`config.mk`:
```
export PLATFORM = sky130hd
export DESIGN_NAME = bin_to_seg_seq
export DESIGN_NICKNAME = d
export VERILOG_FILES = /design/src/rtl/bin_to_seg_pkg.sv /design/src/rtl/bin_to_seg_seq_seg7_digit.sv /design/src/rtl/bin_to_seg_seq.sv
export SDC_FILE = /design/constraint.sdc
export NUM_CORES = 1
export LEC_CHECK = 0
export CAP_MARGIN = 25
export CORE_UTILIZATION = 35
export DETAILED_ROUTE_END_ITERATION = 7
export PLACE_DENSITY = 0.55
export SLEW_MARGIN = 20
export SYNTH_ARGS = -nofsm -noshare
export SYNTH_HDL_FRONTEND = slang
export SYNTH_HIERARCHICAL = 1
export SYNTH_SLANG_ARGS = --single-unit
```
`constraint.sdc`:
```
create_clock -name clk -period 3.5 [get_ports clk]
set_clock_uncertainty 0.2 [all_clocks]
set_input_delay 0.7 -clock clk [delete_from_list [all_inputs] [get_ports clk]]
set_output_delay 0.7 -clock clk [all_outputs]
set_load 0.02 [all_outputs]
```
`src/rtl/bin_to_seg_pkg.sv`:
```
// Shared types and constants for the sequential binary-to-7-segment driver.
// Segment patterns are active-low, bit order {a,b,c,d,e,f,g} from MSB to LSB.
package bin_to_seg_pkg;

  typedef enum logic [1:0] {
    ST_IDLE  = 2'd0,
    ST_SHIFT = 2'd1,
    ST_DONE  = 2'd2
  } state_t;

  localparam logic [6:0] SEG_BLANK = 7'b1111111;

  // Entry n holds the pattern for decimal digit n.
  localparam logic [9:0][6:0] SEG_DIGIT = {
    7'b0001100,  // 9
    7'b0000000,  // 8
    7'b0001111,  // 7
    7'b0100000,  // 6
    7'b0100100,  // 5
    7'b1001100,  // 4
    7'b0000110,  // 3
    7'b0010010,  // 2
    7'b1001111,  // 1
    7'b0000001   // 0
  };

  // Smallest digit count d with 10^d > 2^width - 1.
  function automatic int min_digits(input int width);
    longint pow10;
    int     d;
    pow10 = 10;
    d     = 1;
    for (int i = 0; i < 12; i++) begin
      if (pow10 < (longint'(1) << width)) begin
        pow10 = pow10 * 10;
        d     = d + 1;
      end
    end
    return d;
  endfunction

endpackage

```
`src/rtl/bin_to_seg_seq_seg7_digit.sv`:
```
// Single-digit active-low 7-segment decoder; non-decimal nibbles or an
// asserted blank input produce an unlit digit.
module seg7_digit
  import bin_to_seg_pkg::*;
(
  input  logic [3:0] nibble,
  input  logic       blank,
  output logic [6:0] seg
);

  always_comb begin
    seg = SEG_BLANK;
    if (!blank && (nibble <= 4'd9)) begin
      seg = SEG_DIGIT[nibble];
    end
  end

endmodule

```
`src/rtl/bin_to_seg_seq.sv`:
```
// Iterative double-dabble converter (one bit per clock) feeding DIGITS
// 7-segment decoders, with start/busy/done handshake and leading-zero blanking.
module bin_to_seg_seq
  import bin_to_seg_pkg::*;
#(
  parameter int IN_WIDTH      = 8,
  parameter int DIGITS        = 3,
  parameter int BLANK_LEADING = 1
) (
  input  logic                  clk,
  input  logic                  reset,
  input  logic                  start,
  input  logic [IN_WIDTH-1:0]   bin_in,
  output logic                  busy,
  output logic                  done,
  output logic [4*DIGITS-1:0]   bcd,
  output logic [7*DIGITS-1:0]   seg
);

  localparam int CNT_W = $clog2(IN_WIDTH + 1);
  localparam logic [CNT_W-1:0] LAST_CNT = CNT_W'(IN_WIDTH - 1);

  if ((IN_WIDTH < 1) || (IN_WIDTH > 20)) begin : g_bad_width
    $fatal(1, "bin_to_seg_seq: IN_WIDTH must be within 1..20");
  end
  if (DIGITS < min_digits(IN_WIDTH)) begin : g_bad_digits
    $fatal(1, "bin_to_seg_seq: DIGITS too small to hold 2^IN_WIDTH-1");
  end

  state_t                state_reg;
  logic [IN_WIDTH-1:0]   shift_reg;
  logic [4*DIGITS-1:0]   acc_reg;
  logic [CNT_W-1:0]      count_reg;

  logic [4*DIGITS-1:0]   acc_adj;
  logic [4*DIGITS-1:0]   acc_next;
  logic [DIGITS-1:0]     blank_next;
  logic [7*DIGITS-1:0]   seg_next;
  logic                  zero_run;

  genvar gi;
  generate
    for (gi = 0; gi < DIGITS; gi++) begin : g_digit
      assign acc_adj[4*gi +: 4] = (acc_reg[4*gi +: 4] >= 4'd5) ? acc_reg[4*gi +: 4] + 4'd3
                                                                : acc_reg[4*gi +: 4];
      // Decoders watch the post-shift accumulator so seg can be latched on the last shift.
      seg7_digit u_seg7_digit (
        .nibble (acc_next[4*gi +: 4]),
        .blank  (blank_next[gi]),
        .seg    (seg_next[7*gi +: 7])
      );
    end
  endgenerate

  assign acc_next = {acc_adj[4*DIGITS-2:0], shift_reg[IN_WIDTH-1]};

  // A digit blanks only while it and every higher digit are zero; units always shows.
  always_comb begin
    zero_run   = 1'b1;
    blank_next = '0;
    for (int i = DIGITS - 1; i >= 0; i--) begin
      zero_run      = zero_run && (acc_next[4*i +: 4] == 4'd0);
      blank_next[i] = (BLANK_LEADING != 0) && zero_run && (i != 0);
    end
  end

  always_ff @(posedge clk) begin
    if (reset) begin
      state_reg <= ST_IDLE;
      shift_reg <= '0;
      acc_reg   <= '0;
      count_reg <= '0;
      busy      <= 1'b0;
      done      <= 1'b0;
      bcd       <= '0;
      seg       <= '1;
    end else begin
      case (state_reg)
        ST_IDLE, ST_DONE: begin
          done <= 1'b0;
          if (start) begin
            shift_reg <= bin_in;
            acc_reg   <= '0;
            count_reg <= '0;
            busy      <= 1'b1;
            state_reg <= ST_SHIFT;
          end else begin
            state_reg <= ST_IDLE;
          end
        end
        ST_SHIFT: begin
          acc_reg   <= acc_next;
          shift_reg <= shift_reg << 1;
          count_reg <= count_reg + CNT_W'(1);
          if (count_reg == LAST_CNT) begin
            busy      <= 1'b0;
            done      <= 1'b1;
            bcd       <= acc_next;
            seg       <= seg_next;
            state_reg <= ST_DONE;
          end
        end
        default: begin
          busy      <= 1'b0;
          done      <= 1'b0;
          state_reg <= ST_IDLE;
        end
      endcase
    end
  end

endmodule

```
After elaboration in Yosys (flattened, before gate mapping)
Memories as Yosys holds them, arrays and structs flattened.
Index checks and enable logic that the tools add are counted.
W data, S select, Z words.
Word-level totals
  memory bits (read-only): 336
  logic and storage cells: 65
  flip-flop bits (word level): 61
  memories: 3
  output and inout port bits: 35
Memories
  (no name shown): depth 16, width 7, read ports 1, clocked after Yosys merged registers in 0, write ports 0, RTL line bin_to_seg_seq_seg7_digit.sv:14  | seg = SEG_DIGIT[nibble];
  (no name shown): depth 16, width 7, read ports 1, clocked after Yosys merged registers in 0, write ports 0, RTL line bin_to_seg_seq_seg7_digit.sv:14
  (no name shown): depth 16, width 7, read ports 1, clocked after Yosys merged registers in 0, write ports 0, RTL line bin_to_seg_seq_seg7_digit.sv:14
Cells by class
  $lt $le $gt $ge: 9
  add/subtract/negate cells: 4
  bitwise logic cells: 1
  eq/ne operators: 5
  mux-type cells: 21
  reductions and logical operators: 14
Operators by type and width (count)
  $mux W7: 6
  $pmux W12 S2: 1
  $pmux W8 S2: 1
  $lt A4 B5 Y1 const B: 3
  $ge A4 B3 Y1 const B: 3
  $le A4 B4 Y1 const B: 3
  $mux W12: 1
  $mux W4: 3
  $add A4 B2 Y4 const B: 2
  $logic_not A4 Y1: 2
  $mux W8: 1
  $pmux W4 S2: 1
  $reduce_and A2 Y1: 3
  $add A4 B1 Y4 const B: 1
  $eq A4 B3 Y1 const B: 1
  $ne A2 B2 Y1 const B: 2
  $pmux W2 S2: 1
  $reduce_or A2 Y1: 2
  $add A3 B2 Y3 const B: 1
  $logic_and A1 B1 Y1: 3
  $mux W1: 3
  $mux W3: 1
  $eq A2 B1 Y1 const B: 1
  $eq A2 B2 Y1 const B: 1
  other kinds (6): 7

Longest topological paths before layout
  word-level depth: 7
  depth in mapped cells: 13

Modules after synthesis
The synthesis kept the hierarchy.
Modules (own cells, without submodules)
  bin_to_seg_seq: cells an instance 289, area an instance 2718.9 sq um, times used 1
  seg7_digit: cells an instance 32, area an instance 227.7 sq um, times used 3

Least setup slack after synthesis
No wires, ideal clock.
  kind: register -> register
  start point: register acc_reg[5]
  end point: register seg[16]
  stages on the path, launching flop included: 14
  setup slack: 1.098 ns
  arrival: 2.080 ns
  clock period less this slack: 2.402 ns
  cells stage by stage: dfxtp_1 -> inv_1 -> ha_1 -> nand2b_1 -> nor3b_2 -> a21oi_1 -> inv_1 -> inv_1 -> ha_1 -> o21bai_4 -> a21oi_4 -> o211ai_1 -> nand2_1 -> nand3b_1
On the way
  longest elaborated chain between the ends: 6
  elaborated cells on any way between the ends: 10
Ends and longest elaborated chain
  from (decl): RTL line bin_to_seg_seq.sv:32  | logic [4*DIGITS-1:0] acc_reg;
  from (signal assigned): RTL line bin_to_seg_seq.sv:92  | acc_reg <= acc_next;
  $add A4 B2 Y4 / $ge A4 B3 Y1 (equally long branches): RTL line bin_to_seg_seq.sv:44  | assign acc_adj[4*gi +: 4] = (acc_reg[4*gi +: 4] >= 4'd5) ? acc_reg[4*gi +: 4] + 4'd3
  $mux W4 (*): RTL line bin_to_seg_seq.sv:44
  net acc_adj[7]: RTL line bin_to_seg_seq.sv:35  | logic [4*DIGITS-1:0] acc_adj;
  parallel branches: the longest is 3 deep, another holds $mem_v2 Z16 W7
  $mux W7 (*): RTL line bin_to_seg_seq_seg7_digit.sv:13  | if (!blank && (nibble <= 4'd9)) begin
  net seg_next[16]: RTL line bin_to_seg_seq.sv:38  | logic [7*DIGITS-1:0] seg_next;
  to (signal assigned): RTL line bin_to_seg_seq.sv:99  | seg <= seg_next;
  to (decl): RTL line bin_to_seg_seq.sv:17  | output logic [7*DIGITS-1:0] seg
Mark *: on every way through the listed nets, which the timed path passes. The select of a mux whose other input is x is not followed.
A chain may end at the register's enable or synchronous reset.

Worst setup path in the final report
  start point: register acc_reg[5]
  end point: register seg[15]
Same word-level chain as after synthesis.

==> metrics.cfg <==
[routing]
routed_wl_um = 6935
drtIter0Drc = 51
antenna_left = 0
wl_per_cell_um = 12.19
via_count = 2664
first_pass_iters = 4
drc_errors = 0
drt-vias-per-instance = 4.682

[logic_synthesis]
synthSimpleGateAreaFrac_pct = 28.50
synth_top_family_by_area = simple AND/OR/NAND/NOR gates
synth.most_common_cell = nand2_1
synth_top_area_share_pct = 35.90
avgSynthCellArea_sq_um = 8.836
synth.area.mux_share_pct = 2.685
yosys-top-cells-count = 72 x nand2_1, 61 x dfxtp_1, 29 x nor2_1
synth_cell_types = 47
ys_seq_area_share_pct = 35.90
synth_compound_area_share_pct = 18.79
async_flop_share_pct = 0
synth_edf_count = 0
synth-xor-area-share_pct = 0.7723
synthAdderAreaFrac_pct = 8.091
netlist_top_cells_area = dfxtp_1 36%, ha_1 8.1%, nand2_1 7.9%
ys_ff_latch = 61
ys.warnings.count = 6
netlist_area_sq_um = 3402
synthCells = 385
synth_ff_type = dfxtp_1
synth_area_leader_cell = dfxtp_1

[placed_design]
placed_cells = 553
routabilityCongestion = 0.7963
numPortBuffers = 45
hpwl_um = 4834

[timing]
tns_ns = 0
slew_headroom_pct = 62.69
fmax_mhz = 370.9
rsz0062_at_grt = false
setup_viol = 0
whs_ns = 0.2585
slew_viol_final = 0
finalCriticalPeriod_ns = 2.696
tightestPinTransition_ns = 0.5579
fin_crit_sh_pct = 77.04
hold_violations = 0

[clock_network]
clk_path_buf_depth = 2
clkSinkCount = 61
cts_tree = yes
post_cts_buffers = 0
cts_inserted_buffers = 9
clk_latency_ns = 0.34
ctsHoldBuffers = 0
h-tree-depth = 3
cts-root-buf = clkbuf_8
clkSlewWorstSetupHoldPaths_ns = 0.07
cts_resized = 0

[global_routing]
groute.usage.overall_pct = 14.98
grt_pass1_wl_um = 11810
grt_overflow = 0
grt_antenna_before_repair = 0
grt_pass1_vias = 2534
grt_max_degree = 38

[floorplanning]
die-area_sq_um = 10120
core_area_sq_um = 9328
die_h_um = 100.6
rows = 35
dieWidth_um = 100.6
design.portCount = 46
start_util_pct = 36.47

[layout]
fin_cells = 569
largest_reg_flops = 21
drive_gt1_share_pct = 12.95
multi_input_area_sq_um = 2013
finish.utilization_pct = 44.72
seqCellArea_sq_um = 1221
n_antenna_cell = 0
fin_nets = 468
nFillCells = 942
areaGrowthSynthToFinish_pct = 22.62

[critical_path]
cp.arrival_ns = 2.72
path_max_fanout = 6
worstPathRequired_ns = 3.53
critical_path.max_stage_delay_ns = 0.40
cp-start-kind = register
critical_path.most_common_cell = inv_1
rr_endpoint = seg[15]
rr_startpoint = acc_reg[5]
crit_path_end_kind = register
r2r_cells = 13
path_class = reg2reg
r2r_slack_ns = 0.80
crit_chain = inv_1 > ha_1 > nand2b_1 > nor3b_2 > a21oi_1 > inv_1 > inv_1 > ha_1 > o21bai_4 > a21oi_4 > o21ai_0 > nand2_1 > nand3b_1
cp-endpoint = seg[15]
crit_start = acc_reg[5]
slowest_stage = dfxtp_1

[power_and_ir_drop]
irDropWorstVdd_mv = 0.1840
power.density_nw_per_um2 = 354.4
p_leak_nw = 1.763

[run]
maxCapViolations = 0

[status]
status = finished clean

[hold_path]
hold_path.class = reg2reg

-- final cells by class --
class,instances,area share [%]
Timing Repair Buffer,53,12.12
Tap cell,129,3.869
Multi-Input combinational cell,294,48.26
Inverter,16,1.440
Clock inverter,5,1.410
Sequential cell,61,29.27
Clock buffer,11,3.629
-- worst min-delay path by stage --
stage	startpoint	to	slack, ns	cells after the start
final	shift_reg[5]	shift_reg[5]	0.26	2
after floorplan	shift_reg[6]	shift_reg[6]	0.24	2
after detailed placement	shift_reg[5]	shift_reg[5]	0.25	2
after CTS	shift_reg[5]	shift_reg[5]	0.26	2
after global placement	shift_reg[5]	shift_reg[5]	0.24	2
after global routing	seg[8]	seg[8]	0.28	2
-- routing by layer --
| metal | GRT usage [%] | vias to the layer above | routed length [um] | share of wire, % |
|---|---|---|---|---|
| li1 | - | 1413 | - | - |
| met1 | 19.81 | 1199 | 3635 | 52 |
| met2 | 22.87 | 42 | 2932 | 42 |
| met3 | 3.259 | 10 | 234 | 3.4 |
| met4 | 7.804 | 0 | 132 | 1.9 |
| met5 | 0 | - | 0 | 0 |
-- critical path: cells and delay by family, from the launching register on --
kind	cells	cell delay [ns]
adders and majority gates	2	0.43
AOI/OAI and AO/OA	4	0.67
buffers and inverters	3	0.39
and+or+nand+nor	4	0.50
DFF	1	0.40
-- placed cells by master, fill, tap and decap left out, drive strengths merged --
master	synthesis	layout
nand2	73	73
o21ai	17	17
o22ai	4	4
nand2b	13	13
a22oi	7	7
o211ai	3	3
a22o	9	9
conb	1	3
xnor2	3	3
nor4b	1	1
a21oi	30	30
and2b	1	1
and3b	1	1
clkbuf	2	11
mux2	1	1
a211oi	4	4
nand3b	29	29
nor2	37	37
buf	14	9
clkdlybuf4s50	0	44
and2	1	1
inv	16	16
nor3	4	4
nand4	1	1
clkinvlp	0	2
o21bai	4	4
nor2b	2	2
dfxtp	61	61
ha	22	22
a21o	6	6
clkinv	0	2
nor3b	10	10
bufinv	0	1
mux2i	8	8
-- per-stage QoR --
step | cell area, sq um | worst slack (ns) | total power, mW
2_1_floorplan | 3410 | 1.098 | 0.8055
3_3_place_gp | 3961 | 0.8308 | 0.8332
3_5_place_dp | 3961 | 0.8207 | 0.8344
4_1_cts | 4172 | 0.7975 | 1.505
5_1_grt | 4172 | 0.5557 | 1.550
6_report | 4172 | 0.8036 | 1.478
-- report_power, final --
group | total (mW) | switching (mW) | internal, mW
sequential | 0.714 | 0.00932 | 0.704
clock | 0.661 | 0.294 | 0.367
combinational | 0.103 | 0.0586 | 0.0445
total | 1.48 | 0.362 | 1.12
-- cells by family after synthesis --
kind of cell    count (synthesis)
simple gates                  173
mux                             9
compound gates                 84
xor+xnor                        3
fa+ha+maj                      22
buf+inv                        32
other cells                     1
flops                          61
(Power assumes the default switching activity.)
